### src/rtl/back_to_white.sv
// Card-state register for the 16-card pairs game: one registered flag per card.
// Optional build macro BACKTOWHITE_LOCK_EN makes matched cards stay coloured until rst.
module back_to_white (
  input  logic       clk,
  input  logic       rst,
  input  logic       par,
  input  logic [7:0] selected1,
  input  logic [7:0] selected2,
  output logic       par1,
  output logic       par2,
  output logic       par3,
  output logic       par4,
  output logic       par5,
  output logic       par6,
  output logic       par7,
  output logic       par8,
  output logic       par9,
  output logic       par10,
  output logic       par11,
  output logic       par12,
  output logic       par13,
  output logic       par14,
  output logic       par15,
  output logic       par16
);

  logic signed [7:0] sel1_s;
  logic signed [7:0] sel2_s;
  logic [15:0]       mask;
  logic [15:0]       flags_next;
  logic [15:0]       flags_p0;

  // One-hot card mask for a 1-based signed index; out-of-range indices select nothing.
  function automatic logic [15:0] card_mask(input logic signed [7:0] idx);
    logic [3:0] sh;
    card_mask = '0;
    if ((idx >= 8'sd1) && (idx <= 8'sd16)) begin
      sh = 4'(idx - 8'sd1);
      card_mask = 16'd1 << sh;
    end
  endfunction

  assign sel1_s = selected1;
  assign sel2_s = selected2;

  always_comb begin
    mask       = '0;
    flags_next = flags_p0;
    // A card cannot pair with itself, so an identical pair of indices is a no-op.
    if (sel1_s != sel2_s) begin
      mask = card_mask(sel1_s) | card_mask(sel2_s);
    end
    if (par) begin
      flags_next = flags_p0 | mask;
    end else begin
`ifdef BACKTOWHITE_LOCK_EN
      flags_next = flags_p0;
`else
      flags_next = flags_p0 & ~mask;
`endif
    end
  end

  // Stage p0: flag register, the only state; outputs come straight from it.
  always_ff @(posedge clk) begin
    if (rst) begin
      flags_p0 <= '0;
    end else begin
      flags_p0 <= flags_next;
    end
  end

  assign par1  = flags_p0[0];
  assign par2  = flags_p0[1];
  assign par3  = flags_p0[2];
  assign par4  = flags_p0[3];
  assign par5  = flags_p0[4];
  assign par6  = flags_p0[5];
  assign par7  = flags_p0[6];
  assign par8  = flags_p0[7];
  assign par9  = flags_p0[8];
  assign par10 = flags_p0[9];
  assign par11 = flags_p0[10];
  assign par12 = flags_p0[11];
  assign par13 = flags_p0[12];
  assign par14 = flags_p0[13];
  assign par15 = flags_p0[14];
  assign par16 = flags_p0[15];

endmodule

### config.mk
export PLATFORM = sky130hd
export DESIGN_NAME = back_to_white
export DESIGN_NICKNAME = d
export VERILOG_FILES = /design/src/rtl/back_to_white.sv
export SDC_FILE = /design/constraint.sdc
export NUM_CORES = 1
export LEC_CHECK = 0
export CAP_MARGIN = 20
export CORE_MARGIN = 5
export CORE_UTILIZATION = 45
export DETAILED_ROUTE_END_ITERATION = 6
export PLACE_DENSITY = 0.8
export SYNTH_ARGS = -nofsm -noshare
export SYNTH_HDL_FRONTEND = slang
export SYNTH_SLANG_ARGS = --single-unit
### constraint.sdc
create_clock -name clk -period 2.6 [get_ports clk]
set_input_delay 0.78 -clock clk [delete_from_list [all_inputs] [get_ports clk]]
set_output_delay 0.78 -clock clk [all_outputs]
set_load 0.005 [all_outputs]
==> summary.md, run 1 <==
| Metric | Value |
|---|---|
| Status | `completed` |
| CP Launch Type | `input pin` |
| WL final | `3470 um` |
| DP Wirelength | `2750 um` |
| Initial antenna violation count | `0` |
| Worst path max stage delay | `620 ps` |
| DRC viols | `0` |
| Average via count per standard cell | `5.52` |
| IO buf count | `34` |
| Diode count | `0` |
| First-pass GRT wire length | `5550 um` |
| Power per cell area | `326 nW/um^2` |
| Final core occ | `0.665` |
| Final WS setup | `305 ps` |
| Switching share of power | `0.268` |
| H-tree levels | `1` |
| Sinks on Clock Net | `16` |
| Worst skew pair latency | `290 ps` |
| Initial DRC Count | `89` |
| Mapped Nets | `170` |
| Worst min-delay path class | `flop to flop` |
| Crit path arrival time | `2450 ps` |
| TritonCTS clock tree | `done` |
| Avg Inst Size Synth | `8.17 sq um` |
| Initial core utilization | `0.476` |
| RSZ-0062 raised after global routing | `no` |
| Via count | `1,221` |
| Post-CTS sizing | `0` |
| Maximum clock frequency | `436 MHz` |
| Ports | `35` |
| DR WL/cell | `15.7 um` |
| Clock Skew | `0 ps` |
| Die Width | `61.7 um` |
| Die ar. | `3800 sq um` |
| Clock group share of total power | `0.306` |
| CTS Hold Bufs | `0` |
| Switching pwr | `147 uW` |
| Slew HR | `0.669` |
| 1st-pass router iterations | `4` |
| Placed insts | `217` |
| Clock buffer depth | `2` |
| Worst vdd ir | `0.000299 V` |
| Final ANT Viol Nets | `0` |
| Num CTS Buffers | `3` |
| Std-Cell Rows | `18` |
| Hold Slack | `482 ps` |
| Layout cell share with drive strength beyond 1 | `0.136` |
| Place WS | `-12.9 ps` |
| Required time of the critical path | `2760 ps` |
| Layout Cells excl Fill | `221` |
| Area growth, synth to finish | `39.6%` |
| Hold Fails Final Rpt | `0` |
| Int Pwr | `400 uW` |
| Critical path type | `input pin to flop` |
| Slowest CP cell | `or4_4` |
| Clock transition at the registers of the reported paths | `100 ps` |
| Final period util | `0.883` |
| Die H | `61.7 um` |
| Leakage power total | `0.000683 uW` |
| Max-slew violations | `0` |
| Largest net degree at the start of global routing | `19` |
| Tot Pwr | `547 uW` |
| Max Cap Violations | `0` |
| Placeable Area | `2520 sq um` |
| Combinational Power Share | `0.243` |
| Seq/Total Area, Yosys | `0.267` |
| CP cell instances | `clkdlybuf4s50_1 -> or4_4 -> o31ai_1 -> nand2_1 -> mux2i_1` |
| Sequential share of power | `0.451` |
| Vias in the first global route | `1,257` |
| Gate count after technology mapping | `147` |
| Slew @ Worst Pin | `497 ps` |
| Number of synthesized register bits | `16` |
| Warnings from Yosys | `0` |
| Final net count | `215` |
| Fill count | `212` |
| Total grt overflow | `0` |
| Number of distinct library cells after synthesis | `28` |
| Setup bufs post-CTS | `0` |
| Final setup fails | `0` |
| All-Layer GR Usage | `0.194` |
| Root Buffer | `clkbuf_4` |
| CP Capture Type | `flop` |
| Post-Syn Area | `1200 sq um` |
| Worst-path maximum fanout | `5` |
| Post-route minimum period | `2300 ps` |
| Final RePlAce weighted congestion | `0.864` |
==> area by class of cell <==
cell class	instances	area (sq um)	share of cell area
clock buffer	4	36.3	0.0216
inverter	2	7.51	0.00448
multi-input combinational	121	830	0.495
sequential	16	320	0.191
tap	30	37.5	0.0224
timing repair buffer	48	445	0.266
==> through the flow <==
| step | cell area (sq um) | TNS, ps |
|---|---|---|
| after global routing | 1680 | 0 |
| after global placement | 1640 | 0 |
| after detailed placement | 1640 | -12.9 |
| final | 1680 | 0 |
| after floorplan | 1200 | 0 |
| after CTS | 1680 | 0 |
==> cell usage after synthesis <==
cell type / number / area share
or2_2: 2 / 0.010
a32o_2: 2 / 0.019
nand3_1: 5 / 0.021
or4_4: 1 / 0.0094
nand2b_1: 20 / 0.10
nor3_4: 1 / 0.014
nor3_1: 8 / 0.033
clkbuf_1: 2 / 0.0063
a21bo_2: 2 / 0.017
a21oi_1: 2 / 0.0083
ha_1: 4 / 0.042
nand3b_1: 2 / 0.012
o31ai_1: 1 / 0.0063
xor2_1: 8 / 0.058
nand2_1: 21 / 0.066
buf_6: 1 / 0.0094
dfxtp_1: 16 / 0.27
nor4_1: 6 / 0.031
mux2i_1: 16 / 0.13
inv_1: 2 / 0.0063
o22ai_1: 10 / 0.052
o32ai_1: 1 / 0.0073
o31a_1: 2 / 0.015
nor2_1: 2 / 0.0063
nor4b_1: 1 / 0.0073
nor2b_1: 2 / 0.010
buf_2: 5 / 0.021
o21ai_0: 2 / 0.0083
==> metal layers <==
layer,GRT usage,wire length (um),vias up
met5,0,0,-
met3,0.0273,152,7
met1,0.243,1600,558
li1,-,-,614
met2,0.339,1650,42
met4,0.0667,55,0
==> placed cells by master (no fill, tap or decap), drive strengths merged, types with 4 or more instances in the layout <==
| cell | instances |
|---|---|
| clkdlybuf4s50 | 34 |
| nand2 | 21 |
| nand2b | 20 |
| mux2i | 16 |
| dfxtp | 16 |
| buf | 14 |
| o22ai | 10 |
| nor3 | 9 |
| xor2 | 8 |
| nor4 | 6 |
| nand3 | 5 |
| ha | 4 |
| clkbuf | 4 |
==> cell families (layout without fill, tap and decap cells) <==
logic type | count (synthesis) | after routing | share of synthesized area
adders and majority gates | 4 | 4 | 0.0417
xor gates and xnor gates | 8 | 8 | 0.0583
DFF | 16 | 16 | 0.267
muxes | 16 | 16 | 0.133
AOI/OAI and AO/OA | 22 | 22 | 0.132
and+or+nand+nor | 71 | 71 | 0.325
buffers and inverters | 10 | 54 | 0.0427
==> power groups by stage <==
stage / sequential (uW) / clock [uW] / combinational (uW)
final: 247 / 167 / 133
after global routing: 247 / 187 / 144
after floorplan: 252 / 0 / 63.5
after CTS: 247 / 171 / 132
after detailed placement: 252 / 0 / 131
after global placement: 252 / 0 / 129
==> critical path: cells and delay by family <==
kind	cells	cell delay (ps)
muxes	1	130
and+or+nand+nor	2	730
buffers and inverters	1	480
AOI/OAI and AO/OA	1	320
==> final timing paths <==
path           startpoint  endpoint  slack, ps  cells after the start
max          selected2[7]      flop        300                      5
min                  flop      flop        480                      2
max reg2reg          flop      flop       1860                      2
min reg2reg          flop      flop        480                      2
Note: power is estimated with default switching activity, not from simulation.
==> run 2: changes to the inputs <==
--- a/config.mk
+++ b/config.mk
@@ -10,6 +10,8 @@
 export CORE_UTILIZATION = 45
 export DETAILED_ROUTE_END_ITERATION = 6
 export PLACE_DENSITY = 0.8
+export SETUP_SLACK_MARGIN = 0.15
+export SLEW_MARGIN = 40
 export SYNTH_ARGS = -nofsm -noshare
 export SYNTH_HDL_FRONTEND = slang
 export SYNTH_SLANG_ARGS = --single-unit
==> results of run 2 <==
Final layout, timing and power as in run 1 (identical DEF).
==> run 3: changes to the inputs <==
--- a/config.mk
+++ b/config.mk
@@ -9,6 +9,7 @@
 export CORE_MARGIN = 5
 export CORE_UTILIZATION = 45
 export DETAILED_ROUTE_END_ITERATION = 6
+export MAX_ROUTING_LAYER = met4
 export PLACE_DENSITY = 0.8
 export SETUP_SLACK_MARGIN = 0.15
 export SLEW_MARGIN = 40
==> summary.md, run 3 (same netlist as run 1, synthesis figures left out) <==
| Metric | Value |
|---|---|
| Worst skew pair latency | `280 ps (was 290 ps)` |
| All-Layer GR Usage | `0.206 (was 0.194)` |
| Root Buffer | `clkbuf_4 (unchanged)` |
| CP Launch Type | `input pin (unchanged)` |
| Initial DRC Count | `58 (was 89)` |
| Power per cell area | `324 nW/um^2 (was 326 nW/um^2)` |
| Leakage power total | `0.000683 uW (about the same)` |
| Post-CTS sizing | `0 (unchanged)` |
| Tot Pwr | `545 uW (was 547 uW)` |
| Std-Cell Rows | `18 (unchanged)` |
| DP Wirelength | `2780 um (was 2750 um)` |
| Clock Skew | `0 ps (unchanged)` |
| Final RePlAce weighted congestion | `0.853 (was 0.864)` |
| CP cell instances | `clkdlybuf4s50_1 -> nor2_1 -> ha_1 -> or2_2 -> o32ai_1 -> nand2_1 -> mux2i_1 (was clkdlybuf4s50_1 -> or4_4 -> o31ai_1 -> nand2_1 -> mux2i_1)` |
| IO buf count | `34 (unchanged)` |
| Largest net degree at the start of global routing | `19 (unchanged)` |
| DRC viols | `0 (unchanged)` |
| 1st-pass router iterations | `4 (unchanged)` |
| Layout cell share with drive strength beyond 1 | `0.141 (was 0.136)` |
| Die Width | `61.7 um (unchanged)` |
| Worst-path maximum fanout | `3 (was 5)` |
| Clock buffer depth | `2 (unchanged)` |
| Worst vdd ir | `0.000352 V (was 0.000299 V)` |
| Average via count per standard cell | `5.44 (was 5.52)` |
| Die ar. | `3800 sq um (unchanged)` |
| Worst min-delay path class | `flop to flop (unchanged)` |
| Hold Slack | `484 ps (was 482 ps)` |
| TritonCTS clock tree | `done (unchanged)` |
| Setup bufs post-CTS | `0 (unchanged)` |
| Most frequent cells in the layout | `34 x clkdlybuf4s50_1, 21 x nand2_1, 20 x nand2b_1 (unchanged)` |
| Diode count | `0 (unchanged)` |
| DR WL/cell | `15.9 um (was 15.7 um)` |
| Hold Fails Final Rpt | `0 (unchanged)` |
| Placeable Area | `2520 sq um (unchanged)` |
| Most common cell after layout, fill and taps aside | `clkdlybuf4s50_1 (unchanged)` |
| Crit path arrival time | `2470 ps (was 2450 ps)` |
| Clock transition at the registers of the reported paths | `90 ps (was 100 ps)` |
| Worst path max stage delay | `420 ps (was 620 ps)` |
| Required time of the critical path | `2740 ps (was 2760 ps)` |
| Slowest CP cell | `clkdlybuf4s50_1 (was or4_4)` |
| Final ANT Viol Nets | `0 (unchanged)` |
| Crit path buffers/inverters | `1 (unchanged)` |
| Final WS setup | `272 ps (was 305 ps)` |
| Initial core utilization | `0.476 (unchanged)` |
| Maximum clock frequency | `430 MHz (was 436 MHz)` |
| Post-route minimum period | `2330 ps (was 2300 ps)` |
| Critical path type | `input pin to flop (unchanged)` |
| Max-slew violations | `0 (unchanged)` |
| Vias in the first global route | `1,242 (was 1,257)` |
| RSZ-0062 raised after global routing | `no (unchanged)` |
| Slew @ Worst Pin | `538 ps (was 497 ps)` |
| Place WS | `-15.1 ps (was -12.9 ps)` |
| First-pass GRT wire length | `5630 um (was 5550 um)` |
| Final setup fails | `0 (unchanged)` |
| H-tree levels | `1 (unchanged)` |
| Ports | `35 (unchanged)` |
| Num CTS Buffers | `3 (unchanged)` |
| Final net count | `215 (unchanged)` |
| CP Capture Type | `flop (unchanged)` |
| Via count | `1,202 (was 1,221)` |
| Initial antenna violation count | `0 (unchanged)` |
| Sinks on Clock Net | `16 (unchanged)` |
| Final period util | `0.895 (was 0.883)` |
| WL final | `3510 um (was 3470 um)` |
| Die H | `61.7 um (unchanged)` |
| Total grt overflow | `0 (unchanged)` |
| Max Cap Violations | `0 (unchanged)` |
| CP delay by family, top | `simple AND/OR/NAND/NOR gates (unchanged)` |
| CTS Hold Bufs | `0 (unchanged)` |
| Area growth, synth to finish | `40.1% (was 39.6%)` |
| Slew HR | `0.641 (was 0.669)` |
| Status | `completed (unchanged)` |
run 3: cell counts in the layout (fill, tap and decap cells not counted):
Identical to the previous run, type by type.
run 3: cell type report:
class / instances / area [sq um]
inverter: 2 / 7.51
multi-input combinational: 121 / 836
tap: 30 / 37.5
sequential: 16 / 320
fill: 236 / 840
clock buffer: 4 / 36.3
timing repair buffer: 48 / 445
run 3: where the power goes:
group / internal (uW) / switching [uW]
Clock: 85.1 / 78.0
Combinational: 69.0 / 66.5
Sequential: 246 / 0.622
run 3: worst reg2reg max path, cell delays in order, from the launching register on:
cell and delay, ps:
dfxtp_1 340, a21bo_2 220, a21oi_1 120
run 3: layer usage:
layer	wire length, um	global-route usage
met1	1610	0.249
met2	1600	0.324
met3	185	0.0398
met4	119	0.106
met5	0	-
run 3: worst paths after layout:
check | to | slack (ps) | cells past startpoint | start
max | flop | 270 | 7 | selected2[1]
min | flop | 480 | 2 | flop
max reg2reg | flop | 1870 | 2 | flop
min reg2reg | flop | 480 | 2 | flop
run 3: stage by stage:
stage	util	setup TNS, ps	std cells	area (sq um)
floorplan	-	0	147	1200
global placement	0.650	0	217	1640
detailed placement	0.650	-17.4	217	1640
CTS	0.665	0	221	1680
global route	0.667	0	221	1680
finish	0.667	0	221	1680
